$ cat src/rtl/fp_add_reduce_ctrl.sv
// Streams DATA_W operands through an external FP adder into an ACC_W accumulator and hands back the sum.
// Optional busy-cycle counter (output busy_cycles_o) is built when FP_ADD_REDUCE_CYCLE_CNT_EN is defined.
module fp_add_reduce_ctrl #(
   parameter int DATA_W = 16,
   parameter int ACC_W  = 32,
   parameter int LEN_W  = 16
) (
   input  logic              clk_i,
   input  logic              rst_i,
   input  logic              start_i,
   input  logic [LEN_W-1:0]  len_i,
   input  logic              clear_i,
   input  logic              in_valid_i,
   output logic              in_ready_o,
   input  logic [DATA_W-1:0] in_data_i,
   output logic [DATA_W-1:0] add_a_o,
   output logic [ACC_W-1:0]  add_b_o,
   input  logic [ACC_W-1:0]  add_result_i,
   output logic              out_valid_o,
   input  logic              out_ready_i,
   output logic [ACC_W-1:0]  out_data_o,
   output logic              busy_o,
`ifdef FP_ADD_REDUCE_CYCLE_CNT_EN
   output logic [31:0]       busy_cycles_o,
`endif
   output logic [1:0]        dbg_state_o
);

   // Handshakes: a beat/result transfers on a rising edge where valid and ready are both 1;
   // in_ready_o is high only while accumulating, out_valid_o only while holding a finished result.
   typedef enum logic [1:0] {
      IDLE  = 2'd0,
      ACCUM = 2'd1,
      DONE  = 2'd2
   } state_t;

   state_t             r_state;
   logic [ACC_W-1:0]   r_acc;
   logic [LEN_W-1:0]   r_cnt;
   logic [LEN_W-1:0]   r_len;
   logic               r_in_ready;
   logic               r_out_valid;
   logic               r_busy;

   state_t             w_state_nxt;
   logic [ACC_W-1:0]   w_acc_nxt;
   logic [LEN_W-1:0]   w_cnt_nxt;
   logic [LEN_W-1:0]   w_len_nxt;
   logic [LEN_W-1:0]   w_cnt_inc;
   logic               w_start_acc;

   assign w_cnt_inc = r_cnt + LEN_W'(1);

   always_comb begin
      w_state_nxt = r_state;
      w_acc_nxt   = r_acc;
      w_cnt_nxt   = r_cnt;
      w_len_nxt   = r_len;
      w_start_acc = 1'b0;
      if (clear_i) begin
         // Abort wins over start and both handshakes; a beat offered now is dropped.
         w_state_nxt = IDLE;
         w_acc_nxt   = '0;
         w_cnt_nxt   = '0;
      end else begin
         case (r_state)
            IDLE: begin
               if (start_i) begin
                  w_start_acc = 1'b1;
                  w_len_nxt   = len_i;
                  w_acc_nxt   = '0;
                  w_cnt_nxt   = '0;
                  w_state_nxt = (len_i == '0) ? DONE : ACCUM;
               end
            end
            ACCUM: begin
               if (in_valid_i) begin
                  w_acc_nxt = add_result_i;
                  w_cnt_nxt = w_cnt_inc;
                  if (w_cnt_inc == r_len) w_state_nxt = DONE;
               end
            end
            DONE: begin
               if (out_ready_i) w_state_nxt = IDLE;
            end
            default: w_state_nxt = IDLE;
         endcase
      end
   end

   always_ff @(posedge clk_i or posedge rst_i) begin
      if (rst_i) begin
         r_state     <= IDLE;
         r_acc       <= '0;
         r_cnt       <= '0;
         r_len       <= '0;
         r_in_ready  <= 1'b0;
         r_out_valid <= 1'b0;
         r_busy      <= 1'b0;
      end else begin
         r_state     <= w_state_nxt;
         r_acc       <= w_acc_nxt;
         r_cnt       <= w_cnt_nxt;
         r_len       <= w_len_nxt;
         r_in_ready  <= (w_state_nxt == ACCUM);
         r_out_valid <= (w_state_nxt == DONE);
         r_busy      <= (w_state_nxt != IDLE);
      end
   end

`ifdef FP_ADD_REDUCE_CYCLE_CNT_EN
   logic [31:0] r_busy_cycles;

   always_ff @(posedge clk_i or posedge rst_i) begin
      if (rst_i) begin
         r_busy_cycles <= '0;
      end else if (w_start_acc) begin
         r_busy_cycles <= '0;
      end else if (r_busy && (r_busy_cycles != 32'hFFFF_FFFF)) begin
         r_busy_cycles <= r_busy_cycles + 32'd1;
      end
   end

   assign busy_cycles_o = r_busy_cycles;
`endif

   assign add_a_o     = in_data_i;
   assign add_b_o     = r_acc;
   assign in_ready_o  = r_in_ready;
   assign out_valid_o = r_out_valid;
   assign out_data_o  = r_acc;
   assign busy_o      = r_busy;
   assign dbg_state_o = r_state;

endmodule

$ cat config.mk
export PLATFORM = sky130hd
export DESIGN_NAME = fp_add_reduce_ctrl
export DESIGN_NICKNAME = d
export VERILOG_FILES = /design/src/rtl/fp_add_reduce_ctrl.sv
export SDC_FILE = /design/constraint.sdc
export NUM_CORES = 1
export LEC_CHECK = 0
export ABC_AREA = 1
export ABC_CLOCK_PERIOD_IN_PS = 4500
export BUFFER_PORTS_ARGS = -buffer_cell sky130_fd_sc_hd__buf_2
export CAP_MARGIN = 20
export CORE_MARGIN = 1.5
export CORE_UTILIZATION = 52
export CTS_CLUSTER_DIAMETER = 40
export DETAILED_ROUTE_END_ITERATION = 7
export PLACE_DENSITY = 0.86
export SKIP_CTS_REPAIR_TIMING = 1
export SLEW_MARGIN = 25
export SYNTH_ARGS = -nofsm -noshare
export SYNTH_HDL_FRONTEND = slang
export SYNTH_SLANG_ARGS = --single-unit
$ cat constraint.sdc
create_clock -name clk_i -period 4.5 [get_ports clk_i]
set_input_delay 0 -clock clk_i [delete_from_list [all_inputs] [get_ports clk_i]]
set_output_delay 0 -clock clk_i [all_outputs]
set_load 0.05 [all_outputs]
==> key figures, run 1 <==
Timing
  – F_max: 465 MHz
  – Fin. Hold Viols: 0
  – Slew Limit Fails: 0
  – Setup TNS: 0 ns
  – Least-Margin Pin Slew: 0.882 ns
  – RSZ-0062 raised after global routing: false
  – Period utilization: 0.478
  – Min cycle time layout: 2.15 ns
  – Clock skew: 0.00861 ns
  – Setup ws final: 2.35 ns
  – Worst hold margin: roughly 0.000017 ns
  – Final setup violation count: 0
  – Rel. slew slack: 0.409

Clock network
  – Sink Count: 69
  – Clk root buf: clkbuf_8
  – TritonCTS clock tree: yes
  – Num CTS Buffers: 9
  – CTS clock-pin slew for the worst setup and hold paths: 0.07 ns
  – Clock tree buffer depth: 2
  – Clock Latency Late Sink: 0.35 ns
  – Clock H-tree levels: 3

Global route
  – Largest net degree at the start of global routing: 70
  – Vias in the first global route: 3043
  – All-Layer GR Usage: 0.236
  – Initial antenna violation count: 0
  – First-pass GRT wire length: 14.0 mm
  – Grt ovf: 0

Synth
  – Cell Area, Synth: 3740 um^2
  – Post-Syn Instances: 475
  – Register area share after synthesis: 0.461
  – Synth Flop Type: dfrtp_1
  – Post-synth cell types: 28
  – Syn avg cell area: 7.88 um^2
  – FF+latch count, synth: 69
  – Yosys Warn Count: 0
  – Post-Syn Nets: 546
  – Share of synthesized registers carrying an async set or reset: 1.00
  – EDFF count, synth: 0

Power and ir drop
  – Power per cell area: 318 nW/um^2
  – Worst ir drop on vdd: ~210 uV
  – Leak: roughly 2.4 nW

Worst setup path
  – Worst Setup Path Type: register to register
  – Crit end category: register
  – Maximum net fanout on the critical path: 27
  – Critical Path RT: 4.73 ns
  – Worst setup SP type: register
  – Arr. time, crit path: 2.38 ns

Placed design
  – PortBufs: 122
  – Pre-CTS WS: roughly 2.5 ns
  – Cell Area, Placed: 4100 um^2
  – Routability Congestion: 0.896
  – Dpl hpwl: 6.48 mm

Layout
  – Fin area: 4810 um^2
  – Reg area: between 1500 and 2000 um^2
  – Fillcell total: 496
  – Final nets: 671
  – Multi-input gate area: 1330 um^2
  – Antenna Cells: 0
  – Area Overhead vs Synth: 28.5%
  – Share of cells above drive strength 1: 0.269

Floorplan
  – Die area: 7720 um^2
  – Starting Density: 0.545
  – Die span in x: 87.9 um
  – DIE HEIGHT: 87.9 um
  – Core Rows: 30
  – Boundary Pins: about 160
  – Core area: between 6000 and 7000 um^2

Status
  – Status: completed

Drt
  – Final wirelength: 10.1 mm
  – DR vias/cell: 5.07
  – Vias: 3557
  – Drt first pass iters: 5
  – DR WL/cell: 14.4 um
  – Drt initial violations: about 240
  – ANT nets after route: 0
  – Drt drc: 0

Flow run
  – Max-Cap Viols: 0

Hold path
  – Hold Path Class: primary input to primary output
==> worst max-delay path, stage by stage, from the launching register on <==
cell     delay, ns
dfrtp_1       0.41
nor2_1        0.18
inv_1         0.09
nor3_2        0.67
buf_4         0.42
nand2_1       0.10
o21ai_0       0.15
==> power by group <==
part | switching, mW | internal (mW)
registers | 0.0243 | 0.657
logic | 0.183 | 0.0983
clock network | 0.239 | 0.326
==> flip-flops by register name, summed over array words and instances, names as in the netlist <==
signal / cells
add_b_o: 32
busy_o: 1
dbg_state_o: 2
in_ready_o: 1
out_valid_o: 1
r_cnt: 16
r_len: 16
==> cell usage after synthesis (5+ instances only) <==
library cell,count,share of area
o21ai_0,52,0.070
nor2_2,6,0.010
inv_1,75,0.075
nand2_2,5,0.0084
clkbuf_1,8,0.0080
o22ai_1,12,0.020
nand4_1,10,0.017
nor2_1,12,0.012
nand2_1,117,0.12
dfrtp_1,69,0.46
buf_4,48,0.096
nand3_1,31,0.041
==> worst paths after layout <==
check	slack (ns)	depth (start not counted)	startpoint	end
setup / recovery	2.35	6	dbg_state_o[1]	add_b_o[18]
hold / removal	0.00002	0	in_data_i[1]	add_a_o[1]
setup reg to reg	2.35	6	dbg_state_o[1]	add_b_o[18]
hold reg to reg	0.53	1	r_len[12]	r_len[12]
max in group asynchronous	3.43	4	rst_i	r_len[10]
min in group asynchronous	0.47	4	rst_i	add_b_o[14]
==> through the flow <==
step | std cells | power (mW) | utilization
global route | 701 | 1.59 | 0.701
CTS | 652 | 1.50 | 0.629
finish | 701 | 1.53 | 0.701
detailed placement | 636 | 0.936 | 0.597
floorplan | 475 | 0.908 | -
global placement | 636 | 0.930 | 0.597
==> cells by family (layout without fill, tap and decap cells) <==
group,after synthesis,count (layout),synth area share
DFF,69,69,0.461
buffers and inverters,137,267,0.186
and+or+nand+nor,194,194,0.234
AOI/OAI and AO/OA,67,67,0.0942
xor gates and xnor gates,5,5,0.0154
muxes,2,2,0.00602
adders and majority gates,1,1,0.00334
==> cell usage in the layout (no fill, tap or decap), types with 2 or more instances in the layout <==
cell type	instances
buf_2	122
buf_4	4
bufinv_16	2
clkbuf_8	10
clkinv_2	2
dfrtp_1	69
dlygate4sd3_1	49
inv_1	74
mux2_2	2
nand2_1	117
nand2_2	5
nand3_1	31
nand4_1	10
nor2_1	12
nor2_2	6
nor2_4	4
nor4_1	4
o21ai_0	52
o22ai_1	12
xor2_1	4
==> final cells by class <==
type	instances	area share
multi-input combinational	269	0.275
clock inverter	6	0.0179
sequential	69	0.359
inverter	76	0.0593
timing repair buffer	175	0.235
tap	96	0.0250
clock buffer	10	0.0286
==> layer usage <==
layer  vias to the layer above  GRT usage  routed length [um]
met2                       150      0.396                4940
li1                       1707          -                   -
met3                        26     0.0481                 629
met5                         -          0                   0
met4                         0      0.115                 261
met1                      1674      0.291                4280
Power figures use the tool's default switching activity.
==> run 2: changes to the inputs <==
- ABC_AREA: 1 -> 0
- ABC_CLOCK_PERIOD_IN_PS: 4500 -> 2150
- CORE_UTILIZATION: 52 -> 48
- PLACE_DENSITY: 0.86 -> 0.8
- clock period: 4.5 -> 2.15 ns (I/O delays scaled with it)
==> run 2 against run 1 <==
Effect of this change: synthesized area down 2.2%; synthesized cell count down 30%; final area up 0.60%; sequential cell count unchanged; register-to-register slack worse by 2.3 ns; global-route usage down 2.9 points; critical path depth up 2; total power up 120%; first-iteration DRC count up 1.7%; non-clock buffer count up 18.
==> key figures, run 2 <==
Status
  – Status: completed (unchanged)

Timing
  – Final setup violation count: 0 (unchanged)
  – F_max: 482 MHz (was 465 MHz)
  – Rel. slew slack: 0.561 (was 0.409)
  – Period utilization: 0.964 (was 0.478)
  – Min cycle time layout: 2.07 ns (was 2.15 ns)
  – Fin. Hold Viols: 0 (unchanged)
  – Slew Limit Fails: 0 (unchanged)
  – RSZ-0062 raised after global routing: true (was false)
  – Setup TNS: 0 ns (unchanged)
  – Least-Margin Pin Slew: 0.659 ns (was 0.882 ns)
  – Clock skew: 0.00432 ns (was 0.00861 ns)

Clock network
  – Clock Latency Late Sink: 0.34 ns (was 0.35 ns)
  – Num CTS Buffers: 9 (unchanged)
  – Clock tree buffer depth: 2 (unchanged)
  – Clock H-tree levels: 3 (unchanged)
  – Sink Count: 69 (unchanged)
  – CTS clock-pin slew for the worst setup and hold paths: 0.07 ns (about the same)
  – Clk root buf: clkbuf_8 (unchanged)
  – TritonCTS clock tree: yes (unchanged)

Drt
  – Drt drc: 0 (unchanged)
  – Final wirelength: 9.08 mm (was 10.1 mm)
  – Drt first pass iters: 4 (was 5)
  – DR WL/cell: 15.9 um (was 14.4 um)
  – ANT nets after route: 0 (unchanged)
  – Drt initial violations: 246 (was 242)
  – Vias: 3061 (was 3557)
  – DR vias/cell: 5.36 (was 5.07)

Worst setup path
  – Worst R2R Setup Slack: 0.08 ns (was 2.35 ns)
  – Worst setup SP type: register (unchanged)
  – Worst Setup Path Type: register to register (unchanged)
  – RR Endpoint: dbg_state_o[1] (was add_b_o[18])
  – Worst r2r src: r_cnt[7] (was dbg_state_o[1])
  – Crit end category: register (unchanged)
  – Reg2reg path depth: 8 (was 6)
  – Maximum net fanout on the critical path: 5 (was 27)
  – Crit path from: r_cnt[7] (was dbg_state_o[1])
  – Arr. time, crit path: 2.36 ns (was 2.38 ns)
  – Critical Path RT: 2.44 ns (was 4.73 ns)

Synth
  – Top cells by area, synth: dfrtp_1 47%, buf_4 10%, a22o_1 8.4%, mux2_2 4.9%, xnor2_1 3.6% (was dfrtp_1 46%, nand2_1 12%, buf_4 9.6%, inv_1 7.5%, o21ai_0 7.0%)
  – Leading cell type by number of instances after synthesis: dfrtp_1 (was nand2_1)
  – Portion of netlist area occupied by mux cells: 0.0492 (was 0.00602)
  – Adder-cell area share of the yosys netlist: 0.00342 (was 0.00334)
  – Syn avg cell area: 11.0 um^2 (was 7.88 um^2)
  – Register area share after synthesis: 0.472 (was 0.461)
  – FF+latch count, synth: 69 (unchanged)
  – Share of synthesized registers carrying an async set or reset: 1.00 (unchanged)
  – EDFF count, synth: 0 (unchanged)
  – Synth Flop Type: dfrtp_1 (unchanged)
  – Main combinational cell family by area after synthesis: compound AO/OA/AOI/OAI gates (was simple AND/OR/NAND/NOR gates)
  – Synth Area in Simple Gates: 0.106 (was 0.234)
  – Post-Syn Nets: 405 (was 546)
  – Post-synth cell types: 47 (was 28)
  – XOR/XNOR share of the synthesized area: 0.0550 (was 0.0154)
  – Cell Area, Synth: 3660 um^2 (was 3740 um^2)
  – Compound-Gate Fraction of Synth Area: 0.173 (was 0.0943)
  – Commonest cells post-synth: 69 x dfrtp_1, 49 x buf_4, 35 x a22o_1 (was 117 x nand2_1, 75 x inv_1, 69 x dfrtp_1)
  – Cell type with the largest total area after synthesis: dfrtp_1 (unchanged)
  – Post-Syn Instances: 334 (was 475)
  – Yosys top cell area share: 0.472 (was 0.461)
  – Yosys Warn Count: 0 (unchanged)

Placed design
  – Cell Area, Placed: 4040 um^2 (was 4100 um^2)
  – Dpl hpwl: 5.83 mm (was 6.48 mm)
  – PortBufs: 122 (unchanged)
  – Routability Congestion: 0.837 (was 0.896)

Global route
  – Grt ovf: 0 (unchanged)
  – Largest net degree at the start of global routing: 70 (unchanged)
  – Initial antenna violation count: 0 (unchanged)
  – Vias in the first global route: 2793 (was 3043)
  – All-Layer GR Usage: 0.208 (was 0.236)
  – First-pass GRT wire length: 13.6 mm (was 14.0 mm)

Layout
  – Share of cells above drive strength 1: 0.415 (was 0.269)
  – Highest-count cells in the layout ignoring fill and taps: 122 x buf_2, 65 x dfrtp_1, 52 x dlygate4sd3_1, 35 x a22o_1, 24 x o21ai_0 (was 122 x buf_2, 117 x nand2_1, 74 x inv_1, 69 x dfrtp_1, 52 x o21ai_0)
  – Antenna Cells: 0 (unchanged)
  – Commonest non-fill, non-tap cell in the layout: buf_2 (unchanged)
  – Area Overhead vs Synth: 32.3% (was 28.5%)
  – Final nets: 538 (was 671)
  – Fillcell total: 542 (was 496)
  – Reg area: 1730 um^2 (about the same)
  – Fin area: 4840 um^2 (was 4810 um^2)
  – Multi-input gate area: 1490 um^2 (was 1330 um^2)
  – Utilization after layout: 0.660 (was 0.701)
  – Max reg flops: 32 (unchanged)

Power and ir drop
  – Worst ir drop on vdd: 456 uV (was 211 uV)
  – Leak: 2.44 nW (was 2.43 nW)
  – Power per cell area: 683 nW/um^2 (was 318 nW/um^2)

Hold path
  – Hold Path Depth: 0 (unchanged)
  – Hold Path Class: primary input to primary output (unchanged)
  – Hold Startpoint: in_data_i[6] (was in_data_i[1])
  – Hold path endpoint: add_a_o[6] (was add_a_o[1])

Floorplan
  – Die span in x: 90.3 um (was 87.9 um)
  – Starting Density: 0.499 (was 0.545)
  – Core Rows: 31 (was 30)
  – Boundary Pins: 155 (unchanged)
  – Core area: 7330 um^2 (was 6870 um^2)
  – Die area: 8160 um^2 (was 7720 um^2)
  – DIE HEIGHT: 90.3 um (was 87.9 um)

Flow run
  – Max-Cap Viols: 0 (unchanged)
run 2: cell count changes in the layout (fill, tap and decap cells not counted), moves of 26 or more:
cell,delta
a22o_1,+35
inv_1,-74
nand2_1,-103
nand3_1,-26
o21ai_0,-28
run 2: where the power goes:
group,internal (mW),switching [mW]
sequential,1.40,0.0950
clock,0.539,0.506
combinational,0.327,0.438
total,2.27,1.04
run 2: critical path: stages, from the launching register on:
cell and delay [ns]:
dfrtp_1 0.43, nand4_1 0.11, buf_4 0.19, nor4_4 0.32, xnor2_1 0.18, o2111ai_2 0.17
o41ai_2 0.30, buf_4 0.17, and3b_1 0.15
run 2: kinds of logic (layout without fill, tap and decap cells):
logic type	Yosys count	count (layout)
AO/OA/AOI/OAI	85	85
buffers and inverters	72	210
flip-flops	69	69
AND/OR/NAND/NOR	68	68
XOR/XNOR	23	23
multiplexers	16	16
adder cells (fa/ha/maj)	1	1
run 2: final cells by class:
| type | count | share of cell area |
|---|---|---|
| Timing Repair Buffer | 193 | 0.268 |
| Sequential cell | 69 | 0.358 |
| Tap cell | 99 | 0.0256 |
| Inverter | 1 | 0.000775 |
| Clock inverter | 7 | 0.0152 |
| Clock buffer | 9 | 0.0256 |
| Multi-Input combinational cell | 193 | 0.307 |
run 2: how the worst max path moves through the flow:
stage	end	slack [ns]
after floorplan	r_len[0]	0.002
after global placement	out_valid_o	0.14
after detailed placement	dbg_state_o[1]	0.05
after CTS	out_valid_o	0.006
after global routing	out_valid_o	-0.02
final	dbg_state_o[1]	0.08
run 2: stage by stage:
step                total power [mW]  instances  hold slack [ns]  worst slack, ns
finish                          3.31        571        0.0000140           0.0764
global route                    3.47        571        0.0000698          -0.0222
CTS                             3.25        515           -0.278          0.00639
detailed placement              2.19        499         0.000341           0.0514
global placement                2.17        499         0.000341            0.136
floorplan                       2.09        334            0.133          0.00206
run 2: layer usage:
metal,GRT usage,up-vias,part of all wire
li1,-,1425,-
met1,0.262,1489,0.43
met2,0.342,129,0.49
met3,0.0404,18,0.059
met4,0.0992,0,0.017
met5,0,-,0
==> run 3: changes to the inputs <==
- ABC_CLOCK_PERIOD_IN_PS: 2150 -> 2200
- CORE_ASPECT_RATIO: not set -> 2
- clock period: 2.15 -> 2.2 ns (I/O delays scaled with it)
==> run 3 against run 2 <==
Effect of this change: the flow now finishes with violations (negative hold slack); core utilization grew 1.7 points; sequential cell count is the same; largest cell class unchanged; total power grew 9.6%; clock-buffer cell count grew 2; global-route usage grew 0.90 points; combinational power shrank 0.7%; via count grew 3.5%; non-clock buffer count grew 4; clock power grew 35%; final area grew 2.5%; setup slack lost 0.038 ns.
==> key figures, run 3 (synthesis gave the netlist of run 2 again) <==
Worst setup path
  – Worst Setup Path Type: register to register (unchanged)
  – Reg2reg path depth: 8 (unchanged)
  – Worst setup SP type: register (unchanged)
  – Arr. time, crit path: 2.43 ns (was 2.36 ns)
  – Critical Path RT: 2.47 ns (was 2.44 ns)
  – Crit path from: r_cnt[1] (was r_cnt[7])
  – Maximum net fanout on the critical path: 4 (was 5)
  – Worst R2R Setup Slack: 0.04 ns (was 0.08 ns)
  – WP depth: 8 (unchanged)
  – Crit end category: register (unchanged)
  – Slowest cell on crit path: o41ai_2 (was dfrtp_1)
  – CP Buf/Inv Count: 1 (was 2)
  – Critical Path, Cell by Cell: ha_1 -> and3_2 -> nand2_4 -> o41ai_2 -> nand4_1 -> o41ai_2 -> buf_4 -> and3b_1 (was nand4_1 -> buf_4 -> nor4_4 -> xnor2_1 -> o2111ai_2 -> o41ai_2 -> buf_4 -> and3b_1)
  – Most frequent CP cell: o41ai_2 (was buf_4)
  – Crit-path leading delay family: simple AND/OR/NAND/NOR gates (unchanged)
  – CP max stage delay: 0.37 ns (was 0.43 ns)
  – Worst r2r src: r_cnt[1] (was r_cnt[7])

Clock network
  – Num CTS Buffers: 9 (unchanged)
  – Clock Latency Late Sink: 0.33 ns (was 0.34 ns)
  – Clock tree buffer depth: 2 (unchanged)
  – CTS clock-pin slew for the worst setup and hold paths: 0.05 ns (was 0.07 ns)
  – Sink Count: 69 (unchanged)
  – TritonCTS clock tree: yes (unchanged)
  – Clk root buf: clkbuf_16 (was clkbuf_8)
  – Clock H-tree levels: 3 (unchanged)

Timing
  – Slew Limit Fails: 0 (unchanged)
  – Fin. Hold Viols: 1 (was 0)
  – Period utilization: 0.983 (was 0.964)
  – Least-Margin Pin Slew: 0.657 ns (was 0.659 ns)
  – Setup ws final: 0.0385 ns (was 0.0764 ns)
  – Rel. slew slack: 0.561 (about the same)
  – Clock skew: 0.00465 ns (was 0.00432 ns)
  – Final setup violation count: 0 (unchanged)
  – Min cycle time layout: 2.16 ns (was 2.07 ns)
  – Worst hold margin: -0.00385 ns (was 0.0000140 ns)
  – F_max: 463 MHz (was 482 MHz)

Global route
  – First-pass GRT wire length: 13.5 mm (was 13.6 mm)
  – Vias in the first global route: 2906 (was 2793)
  – All-Layer GR Usage: 0.217 (was 0.208)
  – Largest net degree at the start of global routing: 70 (unchanged)
  – Grt ovf: 0 (unchanged)
  – Initial antenna violation count: 0 (unchanged)

Layout
  – Area Overhead vs Synth: 35.6% (was 32.3%)
  – Reg area: 1730 um^2 (about the same)
  – Fillcell total: 526 (was 542)
  – Multi-input gate area: 1500 um^2 (was 1490 um^2)
  – Max reg flops: 32 (unchanged)
  – Final nets: 542 (was 538)
  – Share of cells above drive strength 1: 0.424 (was 0.415)
  – Final std cells w/o fill: 568 (was 571)
  – Utilization after layout: 0.678 (was 0.660)
  – Highest-count cells in the layout ignoring fill and taps: 122 x buf_2, 67 x dfrtp_1, 50 x dlygate4sd3_1, 35 x a22o_1, 24 x o21ai_0 (was 122 x buf_2, 65 x dfrtp_1, 52 x dlygate4sd3_1, 35 x a22o_1, 24 x o21ai_0)
  – Antenna Cells: 0 (unchanged)
  – Commonest non-fill, non-tap cell in the layout: buf_2 (unchanged)

Drt
  – DR vias/cell: 5.58 (was 5.36)
  – Final wirelength: 9.88 mm (was 9.08 mm)
  – DR WL/cell: 17.4 um (was 15.9 um)
  – ANT nets after route: 0 (unchanged)
  – Vias: 3168 (was 3061)
  – Drt first pass iters: 4 (unchanged)
  – Drt initial violations: 184 (was 246)
  – Drt drc: 0 (unchanged)

Floorplan
  – Core Rows: 44 (was 31)
  – Core area: 7320 um^2 (was 7330 um^2)
  – DIE HEIGHT: 126 um (was 90.3 um)
  – Die area: 8190 um^2 (was 8160 um^2)
  – Starting Density: 0.500 (was 0.499)
  – Die span in x: 64.7 um (was 90.3 um)
  – Boundary Pins: 155 (unchanged)

Power and ir drop
  – Worst ir drop on vdd: 919 uV (was 456 uV)
  – Power per cell area: 731 nW/um^2 (was 683 nW/um^2)
  – Leak: 2.51 nW (was 2.44 nW)

Hold path
  – Hold Path Depth: 2 (was 0)
  – Hold Path Class: primary input to register (was primary input to primary output)
  – Hold Startpoint: clear_i (was in_data_i[6])

Placed design
  – Routability Congestion: 0.929 (was 0.837)
  – Placed cells: 501 (was 499)
  – PortBufs: 122 (unchanged)
  – Pre-CTS WS: 0.0813 ns (was 0.0514 ns)
  – Dpl hpwl: 6.21 mm (was 5.83 mm)

Status
  – Status: finished with violations (was completed)
  – Violated checks: negative hold slack

Flow run
  – Max-Cap Viols: 0 (unchanged)
run 3: worst register-to-register path, stage by stage, from the launching register on:
cell     delay (ns)
dfrtp_1        0.36
ha_1           0.20
and3_2         0.24
nand2_4        0.06
o41ai_2        0.37
nand4_1        0.24
o41ai_2        0.31
buf_4          0.17
and3b_1        0.16
run 3: layout make-up:
class                           count  area share
Sequential cell                    69       0.349
Inverter                            1    0.000757
Multi-Input combinational cell    193       0.302
Clock buffer                       11      0.0489
Tap cell                           92      0.0232
Clock inverter                      5      0.0101
Timing Repair Buffer              197       0.267
run 3: where the power goes:
part,internal [mW],switching [mW]
Combinational,0.319,0.441
Clock,0.899,0.504
Sequential,1.37,0.0874
run 3: metrics by stage:
step	hold slack [ns]	TNS [ns]	power, mW	area [um^2]
6_report	-0.00385	0	3.62	4960
3_3_place_gp	0.000341	0	2.12	4100
3_5_place_dp	0.000341	0	2.14	4100
5_1_grt	0.0000794	-0.0569	3.76	4960
2_1_floorplan	0.133	0	2.04	3660
4_1_cts	-0.248	0	3.57	4390
run 3: final timing paths:
check                                 end
hold reg to reg               add_b_o[30]
setup / recovery           dbg_state_o[1]
min in group asynchronous       r_cnt[12]
max in group asynchronous       r_len[11]
setup reg to reg           dbg_state_o[1]
hold / removal                 in_ready_o
run 3: metal layers:
| metal | wire (um) | share of wire | track usage |
|---|---|---|---|
| met1 | 3330 | 0.34 | 0.214 |
| met2 | 5690 | 0.58 | 0.383 |
| met3 | 325 | 0.033 | 0.0470 |
| met4 | 544 | 0.055 | 0.159 |
| met5 | 0 | 0 | 0 |
